`src/rtl/clk_div_multi_pkg.sv`:
```
// clk_div_multi_pkg
//   Shared definitions for the multi-channel clock divider: default
//   parameter values, per-channel state encoding and the high-time helper.
package clk_div_multi_pkg;

    localparam int DEF_WIDTH    = 16;
    localparam int DEF_CHANNELS = 4;

    typedef enum logic {
        ST_IDLE = 1'b0,
        ST_RUN  = 1'b1
    } chan_state_e;

    // High time in cycles for a latched divisor: ceil(N/2) = (dl>>1)+1.
    // The shift frees the top bit, so the +1 can never overflow WIDTH bits.
    function automatic logic [DEF_WIDTH-1:0] high_time(input logic [DEF_WIDTH-1:0] dl);
        return (dl >> 1) + DEF_WIDTH'(1);
    endfunction

endpackage

```
`src/rtl/clk_div_chan.sv`:
```
// clk_div_chan
//   One divider channel: counter, latched divisor, IDLE/RUN state and
//   registered clkout/tick/active flops.
//   Ports:
//     clk_i     input clock (rising edge)
//     rst_ni    synchronous active-low reset
//     en_i      run enable; deassertion finishes the current period
//     sync_i    phase-align strobe (restart if enabled, else stop now)
//     div_i     divisor, ratio N = div_i+1, sampled only at period starts
//     clkout_o  divided clock
//     tick_o    one-cycle strobe at each period start
//     active_o  channel is running
module clk_div_chan
    import clk_div_multi_pkg::*;
#(
    parameter int WIDTH = DEF_WIDTH
) (
    input  logic             clk_i,
    input  logic             rst_ni,
    input  logic             en_i,
    input  logic             sync_i,
    input  logic [WIDTH-1:0] div_i,
    output logic             clkout_o,
    output logic             tick_o,
    output logic             active_o
);

    chan_state_e      state_q, state_d;
    logic [WIDTH-1:0] cnt_q, cnt_d;
    logic [WIDTH-1:0] dl_q, dl_d;
    logic             clkout_q, clkout_d;
    logic             tick_q, tick_d;

    logic [WIDTH-1:0] cnt_inc;
    logic [WIDTH-1:0] hi_time;
    logic             boundary;

    assign cnt_inc  = cnt_q + WIDTH'(1);
    assign hi_time  = (dl_q >> 1) + WIDTH'(1);
    assign boundary = (state_q == ST_RUN) && (cnt_q == dl_q);

    always_comb begin
        state_d  = state_q;
        cnt_d    = cnt_q;
        dl_d     = dl_q;
        clkout_d = clkout_q;
        tick_d   = 1'b0;

        if (sync_i || state_q == ST_IDLE || boundary) begin
            // Every period start (sync, idle start, boundary) shares this path;
            // sync stops a disabled channel immediately, the others only
            // stop once the running period is complete.
            cnt_d = '0;
            if (en_i) begin
                state_d  = ST_RUN;
                dl_d     = div_i;
                clkout_d = 1'b1;
                tick_d   = 1'b1;
            end else begin
                state_d  = ST_IDLE;
                clkout_d = 1'b0;
            end
        end else begin
            // Mid-period: cnt < dl here, so cnt+1 cannot wrap.
            cnt_d    = cnt_inc;
            clkout_d = (cnt_inc < hi_time);
        end
    end

    always_ff @(posedge clk_i) begin
        if (!rst_ni) begin
            state_q  <= ST_IDLE;
            cnt_q    <= '0;
            dl_q     <= '0;
            clkout_q <= 1'b0;
            tick_q   <= 1'b0;
        end else begin
            state_q  <= state_d;
            cnt_q    <= cnt_d;
            dl_q     <= dl_d;
            clkout_q <= clkout_d;
            tick_q   <= tick_d;
        end
    end

    assign clkout_o = clkout_q;
    assign tick_o   = tick_q;
    assign active_o = (state_q == ST_RUN);

endmodule

```
`src/rtl/clk_div_multi.sv`:
```
// clk_div_multi
//   CHANNELS independent glitch-free clock dividers sharing one input clock
//   and one phase-sync strobe.
//   Ports:
//     clkin    input clock (rising edge)
//     reset    synchronous active-low reset
//     en       per-channel run enable
//     divisor  per-channel divisor, channel k at [k*WIDTH +: WIDTH]
//     sync     phase-align strobe for all channels
//     clkout   per-channel divided clock (registered)
//     tick     per-channel period-start strobe (registered)
//     active   per-channel running flag (registered state)
module clk_div_multi
    import clk_div_multi_pkg::*;
#(
    parameter int WIDTH    = DEF_WIDTH,
    parameter int CHANNELS = DEF_CHANNELS
) (
    input  logic                      clkin,
    input  logic                      reset,
    input  logic [CHANNELS-1:0]       en,
    input  logic [CHANNELS*WIDTH-1:0] divisor,
    input  logic                      sync,
    output logic [CHANNELS-1:0]       clkout,
    output logic [CHANNELS-1:0]       tick,
    output logic [CHANNELS-1:0]       active
);

    for (genvar k = 0; k < CHANNELS; k++) begin : g_chan
        clk_div_chan #(
            .WIDTH(WIDTH)
        ) u_chan (
            .clk_i   (clkin),
            .rst_ni  (reset),
            .en_i    (en[k]),
            .sync_i  (sync),
            .div_i   (divisor[k*WIDTH +: WIDTH]),
            .clkout_o(clkout[k]),
            .tick_o  (tick[k]),
            .active_o(active[k])
        );
    end

endmodule

```
`config.mk`:
```
export PLATFORM = sky130hd
export DESIGN_NAME = clk_div_multi
export DESIGN_NICKNAME = d
export VERILOG_FILES = /design/src/rtl/clk_div_multi_pkg.sv /design/src/rtl/clk_div_chan.sv /design/src/rtl/clk_div_multi.sv
export SDC_FILE = /design/constraint.sdc
export NUM_CORES = 1
export LEC_CHECK = 0
export ABC_AREA = 1
export CAP_MARGIN = 15
export CORE_UTILIZATION = 51
export CTS_CLUSTER_DIAMETER = 150
export DETAILED_ROUTE_END_ITERATION = 6
export PLACE_DENSITY_LB_ADDON = 0.3
export SETUP_SLACK_MARGIN = 0.02
export SLEW_MARGIN = 20
export SYNTH_ARGS = -nofsm -noshare
export SYNTH_HDL_FRONTEND = slang
export SYNTH_HIERARCHICAL = 1
export SYNTH_SLANG_ARGS = --single-unit
```
`constraint.sdc`:
```
create_clock -name clkin -period 4.9 [get_ports clkin]
set_input_delay 0.98 -clock clkin [delete_from_list [all_inputs] [get_ports clkin]]
set_output_delay 0.98 -clock clkin [all_outputs]
set_load 0.03 [all_outputs]
```
## Word level (Yosys, flattened, before mapping)

Cells that the tools add are included.
W data, S select, Z words.

- Bits in registers: 140
- Output and inout bits: 12
- Word-level logic and storage cells: 73

- Bitwise logic cells: 5
- Mux-type cells: 8
- $add $sub $neg: 8
- Reduce and logical (&&, ||, !) cells: 24
- Equal/unequal tests: 4
- Order comparisons: 4

Operators with widths:

| cell | number |
|---|---|
| $add A15 B1 Y16 const B | 4 |
| $add A16 B1 Y16 const B | 4 |
| $eq A16 B16 Y1 | 4 |
| $lt A16 B16 Y1 | 4 |
| $reduce_and A2 Y1 | 8 |
| $logic_or A1 B1 Y1 | 8 |
| $mux W1 | 8 |
| $reduce_or A2 Y1 | 4 |
| $not A1 Y1 | 5 |
| $logic_and A1 B1 Y1 | 4 |

## Logic depth before layout (Yosys ltp)

- Depth after elaboration: 4
- Depth in mapped cells: 16

## Cells and area by module

The synthesis kept the hierarchy.

Modules (own cells, without submodules):

| module | sequential area each (sq um) | cells each | times used | area each (sq um) |
|---|---|---|---|---|
| clk_div_chan | 700.7 | 389 | 4 | 2482.4 |

## Least setup slack after synthesis

No wires, ideal clock.

- Path kind: register to register
- Start point: register g_chan[2].u_chan.dl_q[1]
- End point: register g_chan[2].u_chan.clkout_q
- Stages on the path, launching flop included: 15
- Setup slack: 2.708 ns
- Path buffers: 0
- Data arrival time: 2.074 ns
- Setup time: 0.118 ns
- Path through: dfxtp_1 ha_1 nand3_1 nor2_1 nand2_1 nor3_2 nand4_1 o21ai_1 nand2_1 ha_1 nand2_1 nor2_1 nand4_1 a21oi_1 o21ai_1

- Word-level cells in the longest chain between the ends: 4

Ends and longest elaborated chain:

| element | RTL line | RTL |
|---|---|---|
| start: declaration | clk_div_chan.sv:30 | `logic [WIDTH-1:0] dl_q, dl_d;` |
| start signal: assignment | clk_div_chan.sv:80 | `dl_q <= dl_d;` |
| branches (longest 3 deep; another with $add A15 B1 Y16) | - |  |
| $mux W1 (*) | clk_div_chan.sv:49 | `if (sync_i \|\| state_q == ST_IDLE \|\| boundary) begin` |
| end signal: assignment | clk_div_chan.sv:81 | `clkout_q <= clkout_d;` |
| end: declaration | clk_div_chan.sv:31 | `logic clkout_q, clkout_d;` |

Mark *: on every way between the ends.
A chain may end at the register's enable or synchronous reset.

## Worst setup path in the final report

- Start point: register g_chan[1].u_chan.dl_q[1]
- End point: register g_chan[1].u_chan.clkout_q

- Word-level cells in the longest chain between the ends: 4

Ends and longest elaborated chain:

| element | RTL line |
|---|---|
| start: declaration | clk_div_chan.sv:30 |
| start signal: assignment | clk_div_chan.sv:80 |
| branches (longest 3 deep; another with $add A15 B1 Y16) | - |
| $mux W1 (*) | clk_div_chan.sv:49 |
| end signal: assignment | clk_div_chan.sv:81 |
| end: declaration | clk_div_chan.sv:31 |

Marks and branches as above.

==> flow_summary.json <==
{
  "slew_violations": 0,
  "layout_commonest_cell": "nand2_1",
  "fin_crit_sh_pct": 56.6,
  "nets": 1755,
  "cts_hold_buf": 0,
  "drt-pass1-iter-count": 5,
  "slew_headroom_pct": 31.5,
  "power_mw": 2.92,
  "clock.fmax_ghz": 0.361,
  "die_area_sq_um": 20000,
  "criticalPathCategory": "flip-flop to flip-flop",
  "syn2layout_area_growth_pct": 14.6,
  "layout.cells.non_filler": 1889,
  "tightest_slew_ps": 1020,
  "gp_congestion": 0.896,
  "ys_types": 30,
  "row_count": 50,
  "chipWidth_um": 142,
  "routed.top_layer": "met4",
  "arrival_ps": 3080,
  "cts_root_buf": "clkbuf_16",
  "syn_inst": 1556,
  "critical_path.endpoint_type": "flip-flop",
  "fill_cells": 1822,
  "final_cell_mix": "nand2_1, inv_1, nor2_1, dfxtp_1, a21oi_1",
  "grt_pass1_vias": 8514,
  "hp-class": "flip-flop to flip-flop",
  "finalSetupViolCount": 0,
  "worstHoldStart": "g_chan[2].u_chan/cnt_q[0]",
  "ys_warn_count": 6,
  "whs_path_depth": 1,
  "grt_max_degree": 46,
  "power.leakage_nw": 5.48,
  "avgSynthCellArea_sq_um": 6.38,
  "grt_pass1_wl_um": 37500,
  "rsz0062_at_grt": "no",
  "maxCapViolCount": 0,
  "irDropWorstVdd_uv": 214,
  "drc_errors": 0,
  "r2r_start": "g_chan[1].u_chan/dl_q[1]",
  "multi_input_area_sq_um": 5760,
  "cp_cell_sequence": "ha_1, nand3_1, nor2_1, nand2_1, nor3_2, nand4_1, o21ai_1, nand2_1, ha_1, nand2_1, nor2_1, nand4_1, a21oi_1, o21ai_1",
  "cts.sinks": 140,
  "power.density_nw_per_um2": 257,
  "syn_area_sq_um": 9930,
  "start_kind": "flip-flop",
  "setup_tns_ps": 0,
  "r2r_end": "g_chan[1].u_chan/clkout_o",
  "ant_nets": 0,
  "place_inst": 1857,
  "dr_wl_met3_um": 983,
  "cts_tree": "built",
  "cpMaxStageDelayCell": "dfxtp_1",
  "path_clk_slew_ps": 60,
  "htree_levels": 4,
  "syn-num-nets": 1695,
  "timing.reg2reg.setup_slack_ps": 2130,
  "drt-total-wl_um": 21900,
  "io_pins": 83,
  "synth-edff-count": 0,
  "num_vias": 9185,
  "crit_top_cell": "nand2_1",
  "holdPathEnd": "g_chan[2].u_chan/cnt_q[0]",
  "drt-vias-per-instance": 4.86,
  "required_ps": 5210,
  "clockBufferDepth": 2,
  "drt_iter0_drc": 537,
  "grt.total_usage_pct": 22.8,
  "ys.flop_type": "dfxtp_1",
  "min_period_ps": 2770,
  "dr_wl_met2_um": 10200,
  "status": "complete, no violations",
  "post-cts-setup-buffers": 0,
  "met1_length_um": 10400,
  "diodes": 0,
  "cpPeakStageDelay_ps": 420,
  "cts_resized": 0,
  "path_max_fanout": 6,
  "die_y_um": 142,
  "grt.overflow.total": 0,
  "wl_per_cell_um": 11.6,
  "fin_skew_ps": 8.17,
  "drive_above_1_share_pct": 6.20,
  "hpwlAfterDp_um": 16600,
  "seqCellArea_sq_um": 2800,
  "cts_inserted_buffers": 17,
  "start_util_pct": 52.6,
  "ff2ff_path_depth": 14,
  "seq_area_frac_synth_pct": 28.2,
  "portBuffers": 82,
  "ys_ff_latch": 140,
  "worstSkewPairLatency_ps": 420,
  "antenna_found_initial": 0,
  "finalHoldViolCount": 0,
  "async_reset_ff_share_pct": 0,
  "core_sq_um": 18900
}
## routing by layer
layer  GRT usage, %  up-vias
met3           4.42       19
met1           29.1     4079
li1               -     4914
met5              0        -
met2           39.0      173
met4           6.45        0
## where the power goes
group	internal [mW]	switching [mW]	leakage, nW	total [mW]
Combinational	0.196	0.256	4.07	0.452
Sequential	1.19	0.0669	1.15	1.26
Clock	0.694	0.517	0.257	1.21
Total	2.08	0.841	5.48	2.92
## synthesized netlist by cell type, types with 8 or more instances
cell type	count	area (sq um)
nand2_1	404	1520
inv_1	272	1020
a21oi_1	100	500
nand4_1	28	175
o21ai_0	12	60.1
buf_6	12	135
clkbuf_1	12	45.0
nand3_1	96	480
o21ai_1	24	120
nand2_2	8	50.1
nor2b_1	8	50.1
nor3_1	8	40.0
nor3_2	12	120
inv_2	16	60.1
xor2_1	80	701
nand3_2	8	80.1
nor2_2	12	75.1
nor2_1	188	706
ha_1	68	851
buf_1	12	45.0
dfxtp_1	140	2800
## worst max-delay path: cells and delay by family, from the launching register on
family,cells,cell delay [ps]
flops,1,420
compound gates,3,380
fa+ha+maj,2,500
simple gates,9,1360
## worst max-delay path by stage
stage,from,to,slack [ps]
floorplan,g_chan[2].u_chan/dl_q[1],g_chan[2].u_chan/clkout_o,2710
global route,g_chan[3].u_chan/dl_q[1],g_chan[3].u_chan/clkout_o,1910
global placement,en[1],g_chan[1].u_chan/clkout_o,2170
CTS,g_chan[1].u_chan/dl_q[1],g_chan[1].u_chan/clkout_o,2160
finish,g_chan[1].u_chan/dl_q[1],g_chan[1].u_chan/clkout_o,2130
detailed placement,en[0],g_chan[0].u_chan/clkout_o,2180
## registers in the layout, indices dropped and copies added (netlist names)
signal,count
g_chan.u_chan/active_o,4
g_chan.u_chan/clkout_o,4
g_chan.u_chan/cnt_q,64
g_chan.u_chan/dl_q,64
g_chan.u_chan/tick_o,4
## cell families (layout without fill, tap and decap cells)
logic type / Yosys count / in the layout / share of synthesized area (%)
AND/OR/NAND/NOR: 788 / 788 / 34.8
buffers and inverters: 336 / 409 / 13.8
AO/OA/AOI/OAI: 140 / 140 / 7.16
flip-flops: 140 / 140 / 28.2
XOR/XNOR: 84 / 84 / 7.41
adder cells (fa/ha/maj): 68 / 68 / 8.57
## layout make-up
cell class	instances	area share [%]
Clock buffer	17	3.74
Clock inverter	15	1.11
Inverter	292	9.63
Multi-Input combinational cell	1080	50.6
Sequential cell	140	24.6
Tap cell	260	2.86
Timing Repair Buffer	85	7.43
## stage by stage
step	instance area, sq um	util (%)	hold WS [ps]	setup WS [ps]
floorplan	9930	-	451	2710
global placement	10800	57.3	469	2170
detailed placement	10800	57.3	479	2180
CTS	11400	60.2	492	2160
global route	11400	60.2	511	1910
finish	11400	60.2	486	2130
No activity file was read; power rests on OpenSTA's default activity.
